==> config.mk <==
export PLATFORM = sky130hd
export DESIGN_NAME = acs_k3
export DESIGN_NICKNAME = d
export VERILOG_FILES = /design/src/rtl/viterbi_k3_pkg.sv /design/src/rtl/acs_cell.sv /design/src/rtl/acs_k3.sv
export SDC_FILE = /design/constraint.sdc
export NUM_CORES = 1
export LEC_CHECK = 0
export CORE_UTILIZATION = 33
export CTS_CLUSTER_SIZE = 25
export DETAILED_ROUTE_END_ITERATION = 8
export PLACE_DENSITY = 0.47
export SLEW_MARGIN = 20
export SYNTH_ARGS = -nofsm -noshare
export SYNTH_HDL_FRONTEND = slang
export SYNTH_SLANG_ARGS = --single-unit
==> constraint.sdc <==
create_clock -name clk -period 8.9 [get_ports clk]
set_input_delay 2.225 -clock clk [delete_from_list [all_inputs] [get_ports clk]]
set_output_delay 2.225 -clock clk [all_outputs]
set_load 0.005 [all_outputs]
==> src/rtl/viterbi_k3_pkg.sv <==
// Shared constants and helpers for the rate-1/2, K=3 hard-decision Viterbi decoder.
// State s = {u_t, u_(t-1)}; the encoder register for branch p_b -> s is {s, b}.
package viterbi_k3_pkg;

   localparam int K       = 3;
   localparam int NSTATES = 4;
   localparam logic [K-1:0] G0 = 3'b111;
   localparam logic [K-1:0] G1 = 3'b101;

   // Bit s set means state s starts at PM_MAX; only state 00 starts at 0.
   localparam logic [NSTATES-1:0] INIT_SAT_MASK = 4'b1110;

   function automatic logic [1:0] expected_sym(input logic [1:0] s, input logic b);
      logic [K-1:0] enc_reg;
      enc_reg = {s, b};
      return {^(enc_reg & G0), ^(enc_reg & G1)};
   endfunction

endpackage

==> src/rtl/acs_cell.sv <==
// One add-compare-select cell: two saturated candidates, strict-less select (ties keep b=0).
module acs_cell
   import viterbi_k3_pkg::*;
#(
   parameter int         PM_W  = 4,
   parameter logic [1:0] STATE = 2'd0
) (
   input  logic [PM_W-1:0] pm0,
   input  logic [PM_W-1:0] pm1,
   input  logic [1:0]      sym,
   output logic [PM_W-1:0] new_pm,
   output logic            decision
);

   localparam logic [PM_W-1:0] PM_MAX = {PM_W{1'b1}};
   localparam logic [1:0]      EXP0   = expected_sym(STATE, 1'b0);
   localparam logic [1:0]      EXP1   = expected_sym(STATE, 1'b1);

   logic [1:0]      diff0, diff1;
   logic [1:0]      bm0, bm1;
   logic [PM_W:0]   sum0, sum1;
   logic [PM_W-1:0] cand0, cand1;

   always_comb begin
      diff0 = sym ^ EXP0;
      diff1 = sym ^ EXP1;
      bm0   = {1'b0, diff0[1]} + {1'b0, diff0[0]};
      bm1   = {1'b0, diff1[1]} + {1'b0, diff1[0]};
      sum0  = {1'b0, pm0} + {{(PM_W-1){1'b0}}, bm0};
      sum1  = {1'b0, pm1} + {{(PM_W-1){1'b0}}, bm1};
      // Clamp instead of wrapping so a saturated path never looks cheap.
      cand0 = sum0[PM_W] ? PM_MAX : sum0[PM_W-1:0];
      cand1 = sum1[PM_W] ? PM_MAX : sum1[PM_W-1:0];
      decision = (cand1 < cand0);
      new_pm   = decision ? cand1 : cand0;
   end

endmodule

==> src/rtl/acs_k3.sv <==
// ACS stage for the 4-state Viterbi decoder: metric registers, min-finder/normalizer,
// and the registered survivor/best-state words consumed by the traceback.
module acs_k3
   import viterbi_k3_pkg::*;
#(
   parameter int PM_W = 4
) (
   input  logic                clk,
   input  logic                rst_n,
   input  logic                in_valid,
   input  logic                frame_start,
   input  logic [1:0]          sym,
   output logic [NSTATES-1:0]  acs_out,
   output logic [1:0]          small_state,
   output logic                out_valid
);

   localparam logic [PM_W-1:0] PM_MAX = {PM_W{1'b1}};

   function automatic logic [NSTATES-1:0][PM_W-1:0] build_init();
      logic [NSTATES-1:0][PM_W-1:0] v;
      for (int i = 0; i < NSTATES; i++) begin
         v[i] = INIT_SAT_MASK[i] ? PM_MAX : '0;
      end
      return v;
   endfunction

   localparam logic [NSTATES-1:0][PM_W-1:0] INIT_PM = build_init();

   logic [NSTATES-1:0][PM_W-1:0] pm_q;
   logic [NSTATES-1:0][PM_W-1:0] pm_src;
   logic [NSTATES-1:0][PM_W-1:0] new_pm;
   logic [NSTATES-1:0][PM_W-1:0] norm_pm;
   logic [NSTATES-1:0]           dec;
   logic [PM_W-1:0]              min_val;
   logic [1:0]                   min_idx;

   // A frame start processes this symbol against the initial metrics, not the stored ones.
   assign pm_src = frame_start ? INIT_PM : pm_q;

   for (genvar g = 0; g < NSTATES; g++) begin : g_cell
      acs_cell #(
         .PM_W  (PM_W),
         .STATE (2'(g))
      ) u_cell (
         .pm0      (pm_src[(g % 2) * 2]),
         .pm1      (pm_src[(g % 2) * 2 + 1]),
         .sym      (sym),
         .new_pm   (new_pm[g]),
         .decision (dec[g])
      );
   end

   // Strict less-than keeps the lowest index on ties.
   always_comb begin
      min_val = new_pm[0];
      min_idx = 2'd0;
      for (int i = 1; i < NSTATES; i++) begin
         if (new_pm[i] < min_val) begin
            min_val = new_pm[i];
            min_idx = 2'(i);
         end
      end
      for (int i = 0; i < NSTATES; i++) begin
         norm_pm[i] = new_pm[i] - min_val;
      end
   end

   always_ff @(posedge clk or negedge rst_n) begin
      if (!rst_n) begin
         pm_q        <= INIT_PM;
         acs_out     <= '0;
         small_state <= '0;
         out_valid   <= 1'b0;
      end else begin
         out_valid <= in_valid;
         if (in_valid) begin
            pm_q        <= norm_pm;
            acs_out     <= dec;
            small_state <= min_idx;
         end
      end
   end

endmodule

==> metrics.md <==
| Metric | Value |
|---|---|
| Die height | 105 um |
| Gr ovfl total | 0 |
| Mapped Nets | 483 |
| Die extent in x | 105 um |
| Vias in the first global route | 3221 |
| Max_slew headroom | 0.285 |
| Hold Vio Cnt, Final | 0 |
| Post-synthesis sequential area ratio | 0.169 |
| Worst Path Max Fanout | 4 |
| WL final | 9950 um |
| Max-cap violation count | 0 |
| DRC viols | 0 |
| Crit path kind | in2reg |
| Post-layout nets | 582 |
| Share of cells above drive strength 1 | 0.374 |
| WP data arrival | 8.70 ns |
| Clock Latency Late Sink | 0.27 ns |
| Row Count | 37 |
| TritonCTS Sinks | 23 |
| Critical path launch point | sym[0] |
| Worst EP required | 9.06 ns |
| Fill cells | 1042 |
| CTS hold repair buffers | 0 |
| Initial core utilization | 0.340 |
| Netlist cell types | 68 |
| R2R Path Start | pm_q[4] |
| Crit-path max cell delay | 0.39 ns |
| Avg WL per Cell | 15.2 um |
| Area of the mapped netlist | 0.00349 mm^2 |
| Final Cycle Share | 0.959 |
| # diodes | 0 |
| Max Freq | 0.117 GHz |
| Startpoint Class | input pin |
| Post-synth top area cell | ha_1 |
| Post-synth EDFFs | 0 |
| Gr usage total | 0.185 |
| Critical Path Sink Type | flop |
| Async SR Flop Fraction | 1.00 |
| Longest Clk Path Bufs | 2 |
| Via-per-instance ratio | 5.05 |
| Core Footprint | 0.0103 mm^2 |
| CTS tree | built |
| RD Place Congestion | 0.871 |
| Hold Startpoint | pm_q[12] |
| Slew Limit Fails | 0 |
| Die area | 0.0110 mm^2 |
| Synth area leaders | ha_1 19%, dfstp_2 9.0%, dfrtp_1 7.9% |
| Largest net degree at the start of global routing | 27 |
| Clock root buffer | clkbuf_8 |
| Final setup fails | 0 |
| Ys flop type | dfstp_2 |
| Syn avg cell area | 8.30 um^2 |
| Synthesis-to-layout area growth | 33.1% |
| Fin Setup TNS | 0 ns |
| Flops & latches, synth | 23 |
| Mapped Cells | 421 |
| Port-buffer cells | 12 |
| Antenna violations before repair | 0 |
| Hold Crit Class | reg2reg |
| TritonCTS Buffers | 3 |
| YS warnings | 0 |
| Pre-antenna DRT Iters | 4 |
| Ports | 13 |
| H-Tree Depth | 1 |
| Vias | 3306 |
| Initial DRC Count | 109 |
| Antenna Nets Post-Route | 0 |
| Post-layout minimum cycle time | 8.54 ns |
| Fin Clk Skew | 0.00296 ns |
| Crit-path slowest cell | fa_2 |
| DP Wirelength | 8130 um |
| Share of Yosys cell area claimed by the top area cell type | 0.193 |
| Clock transition at path regs | 0.08 ns |
| Worst path most repeated cell | inv_2 |
| Outcome | finished, final reports clean |
| Worst-Margin Slew | 1.07 ns |
| First-pass GRT wire length | 16300 um |
[cells by family (layout without fill, tap and decap cells)]
| logic type | after synthesis | count (layout) | synth area share |
|---|---|---|---|
| simple gates | 108 | 108 | 0.150 |
| xor+xnor | 20 | 20 | 0.0501 |
| buf+inv | 56 | 154 | 0.0688 |
| compound gates | 128 | 128 | 0.263 |
| flops | 23 | 23 | 0.169 |
| fa+ha+maj | 57 | 57 | 0.208 |
| mux | 29 | 29 | 0.0913 |
[final timing paths]
check,cells after the start,to,slack (ns)
worst min-delay path,2,pm_q[12],0.50
worst max register to register,40,pm_q[2],2.05
max in group asynchronous,2,pm_q[5],6.30
worst min register to register,2,pm_q[12],0.50
worst max-delay path,42,pm_q[2],0.36
min in group asynchronous,2,acs_out[3],2.31
[synthesized netlist by cell type (2+ instances only)]
cell and instances:
o211a_1 5, buf_2 3, a221oi_1 2, dfrtp_1 11, xnor2_1 17, nand2b_1 9
o21bai_1 5, clkbuf_1 9, xor2_1 3, or3_1 3, a31o_2 2, nand2_1 24
a211oi_1 4, mux2i_2 2, nand4b_1 2, o21ai_1 3, a22o_1 2, a21oi_1 38
buf_4 2, mux2i_1 10, o21a_1 4, nor2b_1 4, a21o_1 9, mux2_2 17
nor3_1 9, o211ai_1 3, o32a_1 2, a31oi_1 4, o21ai_0 14, and2_1 3
o31a_1 4, inv_1 39, nor2_1 37, dfstp_2 12, o22ai_1 6, ha_1 54
or2_2 9, fa_1 2, o311ai_0 2, a211o_1 3
[sequential cells by signal, indices dropped and copies added, names as in the netlist]
signal and cells:
pm_q 16, acs_out 4, small_state 2, out_valid 1
[cell type report]
| type | instances | area, um^2 | area share |
|---|---|---|---|
| flip-flops and latches | 23 | 591 | 0.127 |
| well taps | 136 | 170 | 0.0366 |
| repair buffers | 111 | 852 | 0.183 |
| inverters | 39 | 146 | 0.0315 |
| clock buffers | 4 | 45.0 | 0.00969 |
| multi-input cells | 342 | 2840 | 0.612 |
[per-stage QoR]
stage | instance area (um^2) | utilization | setup slack (ns) | instances | hold slack (ns)
after floorplan | 3630 | - | -0.141 | 421 | 0.457
final | 4650 | 0.452 | 0.363 | 655 | 0.498
after CTS | 4580 | 0.445 | 0.231 | 650 | 0.502
after global placement | 4480 | 0.435 | -0.458 | 644 | 0.482
after detailed placement | 4480 | 0.435 | -0.674 | 644 | 0.488
after global routing | 4650 | 0.452 | -0.0170 | 655 | 0.517
[worst max-delay path: cells and delay by family]
family                     cells  cell delay (ns)
and+or+nand+nor                8             0.99
buffers and inverters         10             0.74
AOI/OAI and AO/OA              8             1.22
xor gates and xnor gates       1             0.13
muxes                          6             1.41
adders and majority gates      9             1.97
[layout by cell type, fill, tap and decap left out, drive strengths merged, types with 4 or more instances in the layout]
cell type / synthesis / layout
nor3: 9 / 9
buf: 6 / 99
a21o: 10 / 10
ha: 54 / 54
dfstp: 12 / 12
a21oi: 39 / 39
dfrtp: 11 / 11
nor2: 37 / 37
o211a: 5 / 5
or2: 9 / 9
and2: 4 / 4
o31a: 4 / 4
o21a: 4 / 4
clkbuf: 11 / 7
a211oi: 5 / 5
xnor2: 17 / 17
nor2b: 4 / 4
o22ai: 6 / 6
mux2: 17 / 17
inv: 39 / 39
o21bai: 6 / 6
o21ai: 18 / 18
nand2b: 9 / 9
a31oi: 4 / 4
clkdlybuf4s50: 0 / 9
mux2i: 12 / 12
nand2: 25 / 25
[timing repair]
item,CTS,global route
resized for setup,15,15
setup endpoints to repair,12,12
pin swaps,2,7
buffers inserted,2,5
[routing by layer]
| metal | wire length (um) | GRT usage |
|---|---|---|
| met1 | 4910 | 0.264 |
| met2 | 4470 | 0.302 |
| met3 | 377 | 0.0106 |
| met4 | 194 | 0.0503 |
| met5 | 0 | 0 |
Power is not shown: default switching activity piles up to over one toggle a cycle in this logic, so the estimate is an artifact.
